**config.mk**
```make
export PLATFORM = sky130hd
export DESIGN_NAME = alu_issue
export DESIGN_NICKNAME = d
export VERILOG_FILES = /design/src/rtl/alu_pkg.sv /design/src/rtl/alu_issue_regfile.sv /design/src/rtl/alu_issue.sv
export SDC_FILE = /design/constraint.sdc
export NUM_CORES = 1
export LEC_CHECK = 0
export CORE_MARGIN = 3
export CORE_UTILIZATION = 45
export CTS_CLUSTER_DIAMETER = 80
export DETAILED_ROUTE_END_ITERATION = 16
export GPL_ROUTABILITY_DRIVEN = 0
export PLACE_DENSITY = 0.65
export SYNTH_ARGS = -nofsm -noshare
export SYNTH_HDL_FRONTEND = slang
export SYNTH_SLANG_ARGS = --single-unit
```
**constraint.sdc**
```tcl
create_clock -name clk -period 3.5 [get_ports clk]
set_clock_uncertainty 0.15 [all_clocks]
set_input_delay 0.7 -clock clk [delete_from_list [all_inputs] [get_ports clk]]
set_output_delay 0.7 -clock clk [all_outputs]
set_load 0.01 [all_outputs]
```
**src/rtl/alu_pkg.sv**
```systemverilog
// Shared widths and FSM encoding for the ALU operand-fetch / issue / writeback stage.
package alu_pkg;

    localparam int OP_W    = 4;
    localparam int DATA_W  = 8;
    localparam int FLAG_W  = 4;
    localparam int RADDR_W = 3;

    typedef enum logic [1:0] {
        IDLE = 2'd0,
        EXEC = 2'd1,
        WB   = 2'd2
    } state_e;

endpackage

```
**src/rtl/alu_issue_regfile.sv**
```systemverilog
// NREGS x DATA_W register file: r0 reads as zero, two operand read ports, a debug port,
// one synchronous write port with synchronous clear.
module regfile
    import alu_pkg::*;
#(
    parameter int NREGS = 8
) (
    input  logic               clk,
    input  logic               rst,
    input  logic               we,
    input  logic [RADDR_W-1:0] waddr,
    input  logic [DATA_W-1:0]  wdata,
    input  logic [RADDR_W-1:0] raddr_a,
    output logic [DATA_W-1:0]  rdata_a,
    input  logic [RADDR_W-1:0] raddr_b,
    output logic [DATA_W-1:0]  rdata_b,
    input  logic [RADDR_W-1:0] dbg_addr,
    output logic [DATA_W-1:0]  dbg_data
);

    logic [DATA_W-1:0] mem [NREGS];

    // NOTE: the storage is cleared on reset because the architecture promises all-zero
    // registers after reset; this forces flops rather than a RAM macro, which is fine at 8x8.
    always_ff @(posedge clk) begin
        if (rst) begin
            for (int i = 0; i < NREGS; i++) mem[i] <= '0;
        end else if (we && waddr != '0) begin
            mem[waddr] <= wdata;
        end
    end

    assign rdata_a  = (raddr_a  == '0) ? '0 : mem[raddr_a];
    assign rdata_b  = (raddr_b  == '0) ? '0 : mem[raddr_b];
    assign dbg_data = (dbg_addr == '0) ? '0 : mem[dbg_addr];

endmodule

```
**src/rtl/alu_issue.sv**
```systemverilog
// Operand fetch, issue and writeback around an external fixed-latency 8-bit ALU.
// One instruction in flight; next acceptance only after the writeback edge.
module alu_issue
    import alu_pkg::*;
#(
    parameter int ALU_LAT = 1,
    parameter int NREGS   = 8
) (
    input  logic               clk,
    input  logic               rst,
    input  logic               instr_valid,
    output logic               instr_ready,
    input  logic [OP_W-1:0]    instr_op,
    input  logic [RADDR_W-1:0] instr_rd,
    input  logic [RADDR_W-1:0] instr_rs,
    input  logic [RADDR_W-1:0] instr_rt,
    input  logic [DATA_W-1:0]  instr_imm,
    input  logic               instr_use_imm,
    input  logic               instr_setf,
    output logic [DATA_W-1:0]  alu_a,
    output logic [DATA_W-1:0]  alu_b,
    output logic [OP_W-1:0]    alu_op,
    input  logic [DATA_W-1:0]  alu_out,
    input  logic [FLAG_W-1:0]  alu_flags,
    output logic [FLAG_W-1:0]  flags,
    output logic               done,
    input  logic [RADDR_W-1:0] dbg_addr,
    output logic [DATA_W-1:0]  dbg_data
);

    localparam logic [1:0] LAT_M1 = 2'(ALU_LAT - 1);

    state_e               state;
    logic [1:0]           cnt;
    logic [RADDR_W-1:0]   rd_q;
    logic                 setf_q;
    logic [DATA_W-1:0]    rs_data;
    logic [DATA_W-1:0]    rt_data;
    logic                 wb_en;

    regfile #(.NREGS(NREGS)) u_regfile (
        .clk      (clk),
        .rst      (rst),
        .we       (wb_en),
        .waddr    (rd_q),
        .wdata    (alu_out),
        .raddr_a  (instr_rs),
        .rdata_a  (rs_data),
        .raddr_b  (instr_rt),
        .rdata_b  (rt_data),
        .dbg_addr (dbg_addr),
        .dbg_data (dbg_data)
    );

    // Gated by rst so a reset landing in WB aborts the write and suppresses done.
    assign instr_ready = (state == IDLE) && !rst;
    assign wb_en       = (state == WB) && !rst;
    assign done        = wb_en;

    // NOTE: all state below uses non-blocking assignments so every register samples
    // pre-edge values; blocking here would make the update order matter.
    always_ff @(posedge clk) begin
        if (rst) begin
            state  <= IDLE;
            cnt    <= '0;
            rd_q   <= '0;
            setf_q <= 1'b0;
            alu_a  <= '0;
            alu_b  <= '0;
            alu_op <= '0;
            flags  <= '0;
        end else begin
            case (state)
                IDLE: begin
                    if (instr_valid) begin
                        alu_a  <= rs_data;
                        alu_b  <= instr_use_imm ? instr_imm : rt_data;
                        alu_op <= instr_op;
                        rd_q   <= instr_rd;
                        setf_q <= instr_setf;
                        cnt    <= LAT_M1;
                        state  <= EXEC;
                    end
                end
                EXEC: begin
                    if (cnt == '0) state <= WB;
                    else           cnt   <= cnt - 2'd1;
                end
                WB: begin
                    if (setf_q) flags <= alu_flags;
                    state <= IDLE;
                end
                default: state <= IDLE;
            endcase
        end
    end

endmodule

```
==> results.sh <==
export IMPL_outcome="complete, no violations"
export IMPL_peakVddDrop_mv=0.316
export IMPL_syn_to_final_growth_pct=23.3
export IMPL_max_cap_viol_count=0
export IMPL_yosys_area_share_simple_pct=19.0
export IMPL_cts_hold_buf=0
export IMPL_async_flop_share_pct=0
export IMPL_synth_top_cell_area_share_pct=36.6
export IMPL_num_nets_final=604
export IMPL_fin_crit_sh_pct=98.0
export IMPL_cts_tree="built"
export IMPL_die_width_um=114
export IMPL_netlist_area_mm2=0.00525
export IMPL_total_leakage_power_nw=2.49
export IMPL_fin_area_mm2=0.00648
export IMPL_setup_viol=0
export IMPL_crit_family="buffers and inverters"
export IMPL_synth_seq_cells=96
export IMPL_drive_above_1_share_pct=12.5
export IMPL_crit_top_cell="clkdlybuf4s50_1"
export IMPL_layout_min_cycle_time_ns=3.43
export IMPL_whs_path_depth=2
export IMPL_end_kind="output port"
export IMPL_antenna_found_initial=0
export IMPL_routedWlPerCell_um=21.2
export IMPL_synthMuxAreaShare_pct=15.6
export IMPL_grt_pass1_vias=4009
export IMPL_worst_path_max_fanout=6
export IMPL_placed_area_mm2=0.00614
export IMPL_synth_warnings=0
export IMPL_htreeDepth=3
export IMPL_remaining_drc_errors=0
export IMPL_grt_usage_pct=23.3
export IMPL_crit_buf_inv=3
export IMPL_synth_cell_types=42
export IMPL_clkTransAtPathRegs_ns=0.07
export IMPL_rr_startpoint="state[1]"
export IMPL_synth_area_leaders="edfxtp_1 (37%), dfxtp_1 (12%), mux2i_1 (8.8%)"
export IMPL_vias=4156
export IMPL_grt_pass1_wl_mm=22.8
export IMPL_first_iter_violations=299
export IMPL_postRouteAntennaNets=0
export IMPL_yosys_area_share_adder_pct=0.238
export IMPL_fmax_ghz=0.291
export IMPL_cts_sinks=96
export IMPL_hp_class="reg2reg"
export IMPL_n_antenna_cell=0
export IMPL_crit_slowest_cell="clkdlybuf4s50_1"
export IMPL_vias_per_cell=5.88
export IMPL_r2r_end="alu_b[3]"
export IMPL_dieArea_mm2=0.0130
export IMPL_critPathLaunchType="input port"
export IMPL_synth_edff_count=64
export IMPL_cp_required_ns=2.65
export IMPL_overflow=0
export IMPL_rrSetupSlack_ns=1.45
export IMPL_tightest_slew_ns=0.900
export IMPL_netlist_instances=483
export IMPL_max_stage_delay_ns=0.54
export IMPL_arrival_ns=2.58
export IMPL_wl_mm=15.0
export IMPL_synth_top_area_cell="edfxtp_1"
export IMPL_final_util_pct=58.2
export IMPL_maxSlewHeadroom_pct=39.9
export IMPL_syn_avg_cell_area_um2=10.9
export IMPL_io_buffer_count=74
export IMPL_synth_xor_area_share_pct=0
export IMPL_cts_root_buffer="clkbuf_16"
export IMPL_cts_buffers=9
export IMPL_insertion_delay_ns=0.35
export IMPL_synth_top_family_by_area="simple AND/OR/NAND/NOR gates"
export IMPL_crit_path_start="dbg_addr[0]"
export IMPL_hold_viol_final=0
export IMPL_hold_end="alu_op[3]"
export IMPL_crit_chain="clkdlybuf4s50_1 > buf_4 > mux4_2 > nor2_1 > a221oi_1 > clkdlybuf4s50_1"
export IMPL_use_met2_pct=37.6
export IMPL_placementRows=38
export IMPL_pwr_density_cell_mw_per_mm2=428
export IMPL_fillCellCount=952
export IMPL_first_pass_iters=5
export IMPL_grt_setup_unrepaired="no"
export IMPL_min_from="alu_op[3]"
export IMPL_grtUsageMet3_pct=4.83
export IMPL_hpwl_mm=11.0
export IMPL_ys_seq_area_share_pct=48.8
export IMPL_initial_utilization_pct=47.2
export IMPL_synth_compound_area_share_pct=11.9
export IMPL_ff2ff_path_depth=4
export IMPL_slew_violations=0
export IMPL_io_pins=75
export IMPL_top_usage_layer="met2"
export IMPL_met1_usage_pct=30.6
export IMPL_cts_resized=2
export IMPL_grt_max_degree=48
export IMPL_critical_path_class="in2out"
export IMPL_fp_coreArea_mm2=0.0111
export IMPL_postCtsSetupBuffers=0
export IMPL_synth_ff_type="edfxtp_1"
export IMPL_die_h_um=114
export IMPL_cts_path_max_buffers=2
-- where the power goes --
part | internal (mW) | switching, mW | total [mW]
combinational | 0.211 | 0.209 | 0.420
clock | 0.569 | 0.464 | 1.03
sequential | 1.26 | 0.0575 | 1.32
-- routing by layer --
| layer | vias to the layer above | wire [um] |
|---|---|---|
| li1 | 1927 | - |
| met1 | 2037 | 6430 |
| met2 | 157 | 7160 |
| met3 | 35 | 929 |
| met4 | 0 | 456 |
| met5 | - | 0 |
-- cell usage after synthesis (3+ instances only) --
cell type   n
nor3_1     19
buf_2      12
nand2_1    35
buf_6       4
nor2_1     30
a22oi_1     4
dfxtp_1    32
nand2b_1    5
or2_1       4
a211oi_1   15
buf_4       3
mux2_2      7
o22ai_1    11
nor2b_1    11
mux2i_1    46
mux2_1      3
nand3b_1    8
inv_1       3
or2_2       8
clkbuf_1   12
edfxtp_1   64
o21ai_0    25
a221oi_1   10
a21oi_1    22
mux4_2     11
and2_1     57
-- sequential cells by signal, indices dropped and copies added (netlist names) --
| signal | count |
|---|---|
| state | 2 |
| setf_q | 1 |
| alu_op | 4 |
| flags | 4 |
| cnt | 2 |
| alu_a | 8 |
| rd_q | 3 |
| u_regfile.mem | 64 |
| alu_b | 8 |
-- how the worst max path moves through the flow --
stage,cells after the start,endpoint,slack [ns]
2_1_floorplan,5,dbg_data[6],0.94
3_3_place_gp,5,dbg_data[5],0.005
3_5_place_dp,5,dbg_data[5],-0.04
4_1_cts,6,dbg_data[5],0.004
5_1_grt,5,dbg_data[4],0.00002
6_report,6,dbg_data[1],0.07
-- kinds of logic after synthesis --
group | Yosys count
AO/OA/AOI/OAI | 96
adder cells (fa/ha/maj) | 1
buffers and inverters | 37
flip-flops | 96
multiplexers | 67
other | 1
AND/OR/NAND/NOR | 185
-- area by class of cell --
cell class	count	area, um2	share of cell area (%)
inverters	3	11.3	0.174
flip-flops and latches	96	2560	39.6
clock buffers	9	225	3.48
repair buffers	95	912	14.1
multi-input cells	357	2500	38.7
well taps	140	175	2.70
clock inverters	7	86.3	1.33
-- worst register-to-register path: stages, from the launching register on --
cell	delay, ns
dfxtp_1	0.59
nor2_1	0.09
nand2_1	0.68
a211oi_1	0.19
a211oi_1	0.26
-- through the flow --
step / TNS (ns) / cells / worst slack (ns) / total power [mW] / hold slack [ns]
2_1_floorplan: 0 / 490 / 0.942 / 1.57 / 0.286
3_3_place_gp: 0 / 691 / 0.00460 / 1.76 / 0.293
3_5_place_dp: -0.102 / 691 / -0.0351 / 1.76 / 0.298
4_1_cts: 0 / 707 / 0.00438 / 2.79 / 0.308
5_1_grt: 0 / 707 / 0.0000220 / 2.87 / 0.336
6_report: 0 / 707 / 0.0694 / 2.77 / 0.307
-- cell usage in the layout (no fill, tap or decap), drive strengths merged, types with 3 or more instances in the layout --
cell,instances
o22ai,11
o21ai,25
clkbuf,9
inv,6
nor3b,3
nand3b,8
edfxtp,64
and2,57
nand2b,5
mux4,11
mux2i,46
buf,22
conb,8
dfxtp,32
a22oi,4
mux2,10
nor3,19
or2,12
nand2,35
a221oi,11
nor2,30
a211oi,17
dlymetal6s2s,5
nor2b,11
clkdlybuf4s50,67
a21oi,22
Power figures use the tool's default switching activity.
